--- src/rtl/div_iter_unit_pkg.sv ---
// Shared definitions for the iterative divider.
//   DIV_WIDTH   default operand width
//   divState_t  FSM state encodings (IDLE/BUSY/DONE)
package div_iter_unit_pkg;

    localparam int DIV_WIDTH = 32;

    typedef enum logic [1:0] {
        DIV_IDLE = 2'b00,
        DIV_BUSY = 2'b01,
        DIV_DONE = 2'b10
    } divState_t;

endpackage

--- src/rtl/div_iter_unit_step.sv ---
// One restoring-division iteration (combinational).
// Ports:
//   remIn, quoIn   partial remainder and quotient/dividend shift register
//   divisor        divisor magnitude
//   remOut, quoOut state after shifting {rem,quo} left by one and trial subtraction
module div_iter_unit_step #(
    parameter int WIDTH = 32
) (
    input  logic [WIDTH-1:0] remIn,
    input  logic [WIDTH-1:0] quoIn,
    input  logic [WIDTH-1:0] divisor,
    output logic [WIDTH-1:0] remOut,
    output logic [WIDTH-1:0] quoOut
);

    logic [WIDTH:0]   remShift;
    logic [WIDTH+1:0] trial;

    always_comb begin
        remShift = {remIn, quoIn[WIDTH-1]};
        // One extra bit beyond the shifted remainder so the sign of the trial is exact
        // even for divisors near 2^WIDTH.
        trial    = {1'b0, remShift} - {2'b00, divisor};
        remOut   = remShift[WIDTH-1:0];
        quoOut   = {quoIn[WIDTH-2:0], 1'b0};
        if (!trial[WIDTH+1]) begin
            remOut    = trial[WIDTH-1:0];
            quoOut[0] = 1'b1;
        end
    end

endmodule

--- src/rtl/div_iter_unit.sv ---
// Multi-cycle radix-2 restoring divider for E-stage DIV/DIVU.
//   state    | meaning
//   DIV_IDLE | waiting for StartDivE; operands sampled here only
//   DIV_BUSY | one restoring step per cycle, WIDTH steps
//   DIV_DONE | DivReadyE high for this single cycle, then back to IDLE
// Ports:
//   clk, rst     clock / asynchronous active-low reset
//   StartDivE    request, held by the E-stage stall until DivReadyE
//   SignedDivE   1 = DIV (two's complement), 0 = DIVU
//   SrcAE, SrcBE dividend, divisor
//   AnnulDivE    cancel the in-flight operation
//   DivReadyE    one-cycle completion pulse
//   DivResultE   {remainder, quotient}, registered
//   DivBusyE     high while in BUSY
module div_iter_unit
    import div_iter_unit_pkg::*;
#(
    parameter int WIDTH = DIV_WIDTH
) (
    input  logic               clk,
    input  logic               rst,
    input  logic               StartDivE,
    input  logic               SignedDivE,
    input  logic [WIDTH-1:0]   SrcAE,
    input  logic [WIDTH-1:0]   SrcBE,
    input  logic               AnnulDivE,
    output logic               DivReadyE,
    output logic [2*WIDTH-1:0] DivResultE,
    output logic               DivBusyE
);

    localparam int CW = $clog2(WIDTH);

    divState_t        state, stateNext;
    logic [CW-1:0]    count;
    logic [WIDTH-1:0] remReg, quoReg, divisorReg;
    logic             qNeg, rNeg;

    logic             startAcc, signA, signB, divZero, lastStep;
    logic [WIDTH-1:0] magA, magB;
    logic [WIDTH-1:0] remStep, quoStep, remFix, quoFix;

    div_iter_unit_step #(.WIDTH(WIDTH)) uStep (
        .remIn   (remReg),
        .quoIn   (quoReg),
        .divisor (divisorReg),
        .remOut  (remStep),
        .quoOut  (quoStep)
    );

    always_comb begin
        startAcc = StartDivE & ~AnnulDivE;
        signA    = SignedDivE & SrcAE[WIDTH-1];
        signB    = SignedDivE & SrcBE[WIDTH-1];
        // MIN negates to itself, which is the correct unsigned magnitude 2^(WIDTH-1).
        magA     = signA ? (~SrcAE + 1'b1) : SrcAE;
        magB     = signB ? (~SrcBE + 1'b1) : SrcBE;
        divZero  = (SrcBE == '0);
        lastStep = (count == CW'(WIDTH-1));
        quoFix   = qNeg ? (~quoStep + 1'b1) : quoStep;
        remFix   = rNeg ? (~remStep + 1'b1) : remStep;
    end

    always_comb begin
        stateNext = state;
        DivReadyE = 1'b0;
        DivBusyE  = 1'b0;
        case (state)
            DIV_IDLE: begin
                if (startAcc) stateNext = divZero ? DIV_DONE : DIV_BUSY;
            end
            DIV_BUSY: begin
                DivBusyE = 1'b1;
                if (AnnulDivE)     stateNext = DIV_IDLE;
                else if (lastStep) stateNext = DIV_DONE;
            end
            DIV_DONE: begin
                DivReadyE = 1'b1;
                stateNext = DIV_IDLE;
            end
            default: stateNext = DIV_IDLE;
        endcase
    end

    always_ff @(posedge clk or negedge rst) begin
        if (!rst) state <= DIV_IDLE;
        else      state <= stateNext;
    end

    always_ff @(posedge clk or negedge rst) begin
        if (!rst) begin
            count      <= '0;
            remReg     <= '0;
            quoReg     <= '0;
            divisorReg <= '0;
            qNeg       <= 1'b0;
            rNeg       <= 1'b0;
            DivResultE <= '0;
        end else begin
            case (state)
                DIV_IDLE: begin
                    if (startAcc) begin
                        remReg     <= '0;
                        quoReg     <= magA;
                        divisorReg <= magB;
                        qNeg       <= signA ^ signB;
                        rNeg       <= signA;
                        count      <= '0;
                        if (divZero) DivResultE <= {SrcAE, {WIDTH{1'b1}}};
                    end
                end
                DIV_BUSY: begin
                    // Annul wins over completion: nothing advances, result untouched.
                    if (!AnnulDivE) begin
                        remReg <= remStep;
                        quoReg <= quoStep;
                        count  <= count + 1'b1;
                        if (lastStep) DivResultE <= {remFix, quoFix};
                    end
                end
                default: ;
            endcase
        end
    end

endmodule

--- config.mk ---
export PLATFORM = sky130hd
export DESIGN_NAME = div_iter_unit
export DESIGN_NICKNAME = d
export VERILOG_FILES = /design/src/rtl/div_iter_unit_pkg.sv /design/src/rtl/div_iter_unit_step.sv /design/src/rtl/div_iter_unit.sv
export SDC_FILE = /design/constraint.sdc
export NUM_CORES = 1
export LEC_CHECK = 0
export ABC_AREA = 1
export BUFFER_PORTS_ARGS = -buffer_cell sky130_fd_sc_hd__buf_2
export CAP_MARGIN = 15
export CORE_ASPECT_RATIO = 2
export CORE_MARGIN = 8
export CORE_UTILIZATION = 60
export CTS_BUF_LIST = sky130_fd_sc_hd__clkbuf_8 sky130_fd_sc_hd__clkbuf_16
export CTS_CLUSTER_DIAMETER = 200
export CTS_CLUSTER_SIZE = 28
export DETAILED_ROUTE_END_ITERATION = 12
export PLACE_DENSITY = 0.83
export SLEW_MARGIN = 20
export SYNTH_ARGS = -nofsm -noshare
export SYNTH_HDL_FRONTEND = slang
export SYNTH_SLANG_ARGS = --single-unit
--- constraint.sdc ---
create_clock -name clk -period 5.9 [get_ports clk]
set_input_delay 1.18 -clock clk [delete_from_list [all_inputs] [get_ports clk]]
set_output_delay 1.18 -clock clk [all_outputs]
set_load 0.05 [all_outputs]
==> results.md, run 1 <==
- Final HPWL DP: 35.69 mm
- Ys Warns: 0
- R2r startpoint: remReg[1]$_DFFE_PN0P_
- Unique masters post-synth: 61
- Total Routing Usage GR: 0.3322
- Top post-synthesis cells by area: dfrtp_1 (31%), nand2_1 (19%), inv_1 (8.5%)
- Core area: 22,060 µm²
- Pre-antenna DRT Iters: 6
- Async S/R FF share, synth: 1.000
- Port-buffer cells: 134
- Vias per Instance: 5.753
- Max Fclk: 0.2101 GHz
- CTS Buffer Depth: 2
- Req. time, crit path: 6280 ps
- Drt drc: 0
- Rows: 77
- Initial Utilization: 0.6107
- Flop and latch count out of synthesis: 169
- Critical Path Source: remReg[1]$_DFFE_PN0P_
- Routed met1 length: 15.46 mm
- # setup viols final: 0
- Area Growth Syn to Fin: 10.22%
- Sequential share of the synthesized area: 0.3139
- Crit end category: register
- Htree depth: 4
- Wire per inst: 18.27 µm
- Ports: 135
- Max-cap violations: 0
- Max-slew headroom: 0.3364
- Top Metal Used: met4
- Largest net degree at the start of global routing: 104
- Root Driver: clkbuf_16
- FF/Latch Area: 4229 µm²
- Status: complete, no violations
- Filler instances: 2,079
- Syn nets: 2,233
- EDFF count, synth: 0
- Synth Flop Type: dfrtp_1
- Initial drt markers: 1,252
- DR WL met3: 2.546 mm
- Post-CTS setup buffers: 0
- DR vias: 14.44k
- Crit path max fanout: 51
- Post-CTS resize count: 0
- Area of the multi-input gates: 7725 µm²
- Fin crit period: 4759 ps
- WS Path Type: reg -> reg
- Fin. Hold Viols: 0
- Type of origin of the critical path: register
- Synth top area share: 0.3139
- Final net count: 2,329
- Placer Congestion: 1.055
- Die area: 27,800 µm²
- CP arrival: 5140 ps
- Total Routed Length: 45.86 mm
- Mapped cell area: 13,470 µm²
- First-pass GRT wire length: 71.75 mm
- Worst clock skew: 12.96 ps
- Final Cycle Share: 0.8067
- Clock transition at path regs: 70 ps
- Die Wd: 122.0 µm
- Vias in the first global route: 14.12k
- ANT nets after route: 0
- Hold Crit Class: reg -> reg
- Skew-Pair Late Insertion Delay: 460 ps
- Die height: 227.9 µm
- Ant diodes: 0
- Setup TNS: 0 ps
- CTS Buf Count: 17
- CTS tree: built
- Fin. max-slew vios: 0
- Sink Count: 169
- Synth area leader: dfrtp_1
- Slew @ Worst Pin: 994.3 ps
- Hold-fix buffers, CTS: 0
- Unrepaired setup endpoints after global routing: false
- Initial antenna violation count: 0
- Gr ovfl total: 0
- Post-Syn Area per Cell: 6.341 µm²
- Syn Inst Count: 2,125
- Worst Min Path Start: DivResultE[48]$_DFFE_PN0P_
- DR WL met2: 23.79 mm
- Share of cells above drive strength 1: 0.1088
cell families (layout without fill, tap and decap cells):
logic type | count (synthesis) | in the layout | synth area share
adders and majority gates | 39 | 39 | 0.03677
and+or+nand+nor | 1162 | 1162 | 0.3642
DFF | 169 | 169 | 0.3139
AOI/OAI and AO/OA | 308 | 308 | 0.1329
buffers and inverters | 388 | 497 | 0.1139
xor gates and xnor gates | 59 | 59 | 0.03835
per-layer routing:
metal / up-vias / track usage
met5: - / 0
li1: 6968 / -
met4: 0 / 0.2767
met1: 6643 / 0.3187
met3: 214 / 0.05171
met2: 615 / 0.5966
cell type report:
| type | instances | area share |
|---|---|---|
| inverters | 315 | 0.07970 |
| flip-flops and latches | 169 | 0.2848 |
| clock inverters | 13 | 0.007161 |
| well taps | 276 | 0.02325 |
| repair buffers | 150 | 0.05451 |
| multi-input cells | 1568 | 0.5201 |
| clock buffers | 19 | 0.03050 |
cells in the mapped netlist, types with 8 or more instances:
cell and number:
nand2_1 676, inv_1 305, nor2_1 224, dfrtp_1 169, nand3_1 141, o21ai_0 114, a21oi_1 75, clkbuf_1 42
xor2_1 40, ha_1 38, nor3_1 32, a31oi_1 23, o22ai_1 23, nand4_1 21, o21ai_1 19, xnor2_1 19
buf_2 17, nand2_2 14, nor2_2 10, a211oi_1 8, nor4_1 8, o211ai_1 8, or2_2 8
cells in the final DEF (no fill, tap or decap), types with 15 or more instances in the layout:
master,synthesis,routed
nand2_1,676,676
inv_1,305,308
nor2_1,224,222
dfrtp_1,169,169
nand3_1,141,141
buf_2,17,133
o21ai_0,114,114
a21oi_1,75,75
xor2_1,40,40
ha_1,38,38
nor3_1,32,32
o22ai_1,23,23
a31oi_1,23,23
nand4_1,21,21
o21ai_1,19,19
xnor2_1,19,19
clkbuf_16,0,17
buf_4,3,15
sequential cells by signal (all words and copies together), names as in the netlist:
name,cells
DivResultE,64
divisorReg,32
quoReg,32
remReg,32
count,5
state,2
qNeg,1
rNeg,1
stage by stage:
| step | cell area [µm²] | worst slack [ps] | util | instances | hold slack [ps] |
|---|---|---|---|---|---|
| 2_1_floorplan | 13470 | 2275 | - | 2125 | 453.0 |
| 3_3_place_gp | 14290 | 1371 | 0.6478 | 2478 | 451.5 |
| 3_5_place_dp | 14290 | 1259 | 0.6478 | 2478 | 454.1 |
| 4_1_cts | 14850 | 1244 | 0.6732 | 2510 | 471.0 |
| 5_1_grt | 14850 | 763.6 | 0.6732 | 2510 | 504.8 |
| 6_report | 14850 | 1141 | 0.6732 | 2510 | 477.9 |
final timing paths:
path / slack, ps / depth (start not counted) / endpoint
max in group asynchronous: 4120 / 2 / DivResultE[29]$_DFFE_PN0P_
hold / removal: 480 / 2 / DivResultE[48]$_DFFE_PN0P_
setup / recovery: 1140 / 25 / DivResultE[24]$_DFFE_PN0P_
hold reg to reg: 480 / 2 / DivResultE[48]$_DFFE_PN0P_
setup reg to reg: 1140 / 25 / DivResultE[24]$_DFFE_PN0P_
min in group asynchronous: 720 / 1 / DivResultE[35]$_DFFE_PN0P_
critical path: stages, from the launching register on:
cell,delay (ps)
dfrtp_1,430
ha_1,390
nand2_1,100
nand2_1,60
nand2_1,70
nand2_1,60
nand2_1,60
nand3_2,130
nand2_2,130
nand2_4,80
nand2_8,180
nand2_8,250
clkinv_2,290
ha_1,250
nand3_1,150
nor3_2,170
nand2_1,120
nor3_2,220
nand3_1,170
nand2_1,120
o21ai_1,150
a21oi_1,410
o21ai_0,270
o21ai_0,210
a21oi_1,60
o21ai_1,130
Power of run 1 is not shown: default switching activity piles up to over one toggle a cycle in this logic, so the estimate is an artifact.
==> run 2: changes to the inputs <==
- CORE_UTILIZATION: 60 -> 55
- PLACE_DENSITY: 0.83 -> 0.8
- clock period: 5.9 -> 4.2 ns (I/O delays scaled with it)
==> results.md, run 2 (synthesized netlist as in run 1, its figures left out) <==
- Status: complete, no violations
- Slew @ Worst Pin: 897.7 ps (-96.60 ps)
- Max Fclk: 0.2583 GHz (+23%)
- Ports: 135 (unchanged)
- Fin crit period: 3871 ps (-888.5 ps)
- Port-buffer cells: 134 (unchanged)
- Placer Congestion: 0.9865 (-6.5%)
- Cell area after placement: 14,380 µm² (+0.58%)
- Max FFs per register: 64 (unchanged)
- Gr ovfl total: 0 (unchanged)
- CTS tree: built
- Fin. Hold Viols: 0 (unchanged)
- Vias in the first global route: 13.84k (-2.0%)
- Clock transition at path regs: 70 ps (about the same)
- Hold Crit Class: in -> async
- Htree depth: 4 (unchanged)
- Share of cells above drive strength 1: 0.1141 (+0.005359)
- Unrepaired setup endpoints after global routing: false
- Rows: 81 (+5.2%)
- Final HPWL DP: 33.10 mm (-7.2%)
- WS Path Type: reg -> reg
- # setup viols final: 0 (unchanged)
- R2r startpoint: remReg[16]$_DFFE_PN0P_
- Hold-fix buffers, CTS: 0 (unchanged)
- Die height: 237.4 µm (+4.1%)
- Total Routed Length: 44.04 mm (-4.0%)
- Crit path max fanout: 50 (-2.0%)
- Fin. max-slew vios: 0 (unchanged)
- Req. time, crit path: 4550 ps (-1730 ps)
- Critical Path Source: remReg[16]$_DFFE_PN0P_
- Sink Count: 169 (unchanged)
- Post-route insts no fill: 2,535 (+1.0%)
- Skew-Pair Late Insertion Delay: 460 ps (about the same)
- Most flops, register: DivResultE
- Area Growth Syn to Fin: 11.08%
- Final Cycle Share: 0.9217 (+0.1150)
- Setup TNS: 0 ps (unchanged)
- First-pass GRT wire length: 70.97 mm (-1.1%)
- Initial antenna violation count: 2 (+2)
- Vias per Instance: 5.715 (-0.66%)
- Worst clock skew: 12.95 ps (-0.009600 ps)
- FF/Latch Area: 4229 µm² (unchanged)
- Die Wd: 126.7 µm (+3.9%)
- Drt drc: 0 (unchanged)
- CTS Buf Count: 17 (unchanged)
- DR vias: 14.49k (+0.33%)
- ANT nets after route: 0 (unchanged)
- Max-cap violations: 0 (unchanged)
- CTS Buffer Depth: 2 (unchanged)
- Initial Utilization: 0.5563 (-0.05445)
- Root Driver: clkbuf_16
- Filler instances: 2,331 (+12%)
- CP arrival: 4220 ps (-920 ps)
- Die area: 30,070 µm² (+8.2%)
- Crit end category: register
- Placed cell count: 2,499 (+0.85%)
- Total Routing Usage GR: 0.2969 (-0.03535)
- R2R setup slack: 330 ps (-810 ps)
- Wire per inst: 17.37 µm (-4.9%)
- Fin area: 14,970 µm² (+0.78%)
- Type of origin of the critical path: register
- Area of the multi-input gates: 7746 µm² (+0.28%)
- Final net count: 2,339 (+0.43%)
- Pre-antenna DRT Iters: 6 (unchanged)
- Commonest non-fill, non-tap cell in the layout: nand2_1
- Initial drt markers: 1,438 (+15%)
- Largest net degree at the start of global routing: 91 (-13%)
- Commonest cells after routing, fill and taps aside: nand2_1 (676), inv_1 (305), nor2_1 (222)
- Max-slew headroom: 0.4015 (+0.06513)
- Core area: 24,220 µm² (+9.8%)
==> run 2: cell count changes in the layout (fill, tap and decap cells not counted), moves of 2 or more <==
cell,change
buf_4,+8
clkbuf_8,-2
clkinv_4,+2
clkinvlp_4,-4
clkinv_2,+4
diode_2,+2
inv_1,-3
inv_8,+2
==> run 2: layer usage <==
| layer | part of all wire | vias to the layer above | wire, µm | GRT usage |
|---|---|---|---|---|
| met4 | 0.050 | 0 | 2219 | 0.1552 |
| met1 | 0.41 | 6670 | 18020 | 0.3803 |
| met3 | 0.081 | 132 | 3548 | 0.04916 |
| li1 | - | 6974 | - | - |
| met5 | 0 | - | 0 | 0 |
| met2 | 0.46 | 712 | 20250 | 0.4721 |
==> run 2: critical path, cell delays in order (launching register included) <==
cell	delay, ps
dfrtp_1	410
ha_1	430
nand2_1	170
nor2_2	210
nand2_1	200
nor2_4	220
nand2_8	80
nand2_8	70
buf_12	260
nand2_2	110
o21ai_4	110
ha_1	230
nand3_1	110
nor2_2	110
nand2_1	120
nor2_4	180
nand2_1	70
nand2_1	160
xor2_1	250
nand2_1	90
nand2_1	90
nand2_1	60
==> run 2: stage by stage <==
step	worst slack, ps	util	hold WS, ps
2_1_floorplan	574.9	-	453.0
3_3_place_gp	377.3	0.5935	456.6
3_5_place_dp	221.6	0.5935	460.0
4_1_cts	196.4	0.6162	477.8
5_1_grt	43.21	0.6178	488.0
6_report	329.0	0.6179	437.2
==> run 2: cell type report <==
| type | count | area share |
|---|---|---|
| antenna | 2 | 0.0003344 |
| clock buffer | 17 | 0.02842 |
| clock inverter | 14 | 0.008360 |
| inverter | 315 | 0.07908 |
| multi-input combinational | 1569 | 0.5176 |
| sequential | 169 | 0.2826 |
| tap | 290 | 0.02424 |
| timing repair buffer | 159 | 0.05944 |
==> run 2: what timing repair did <==
| action | 4_1_cts | 5_1_grt |
|---|---|---|
| gates resized for setup | 0 | 3 |
| endpoints found under the hold margin | 0 | 0 |
| setup endpoints to repair | 0 | 6 |
| setup buffers | 0 | 2 |
==> run 2: path summary, 6_finish.rpt <==
kind,to,cells past startpoint
max,DivResultE[42]$_DFFE_PN0P_,21
min,divisorReg[20]$_DFFE_PN0P_,1
max reg2reg,DivResultE[42]$_DFFE_PN0P_,21
min reg2reg,DivResultE[55]$_DFFE_PN0P_,2
max in group asynchronous,quoReg[10]$_DFFE_PN0P_,2
min in group clk,DivResultE[55]$_DFFE_PN0P_,2
Power of run 2 is left out for the same reason.
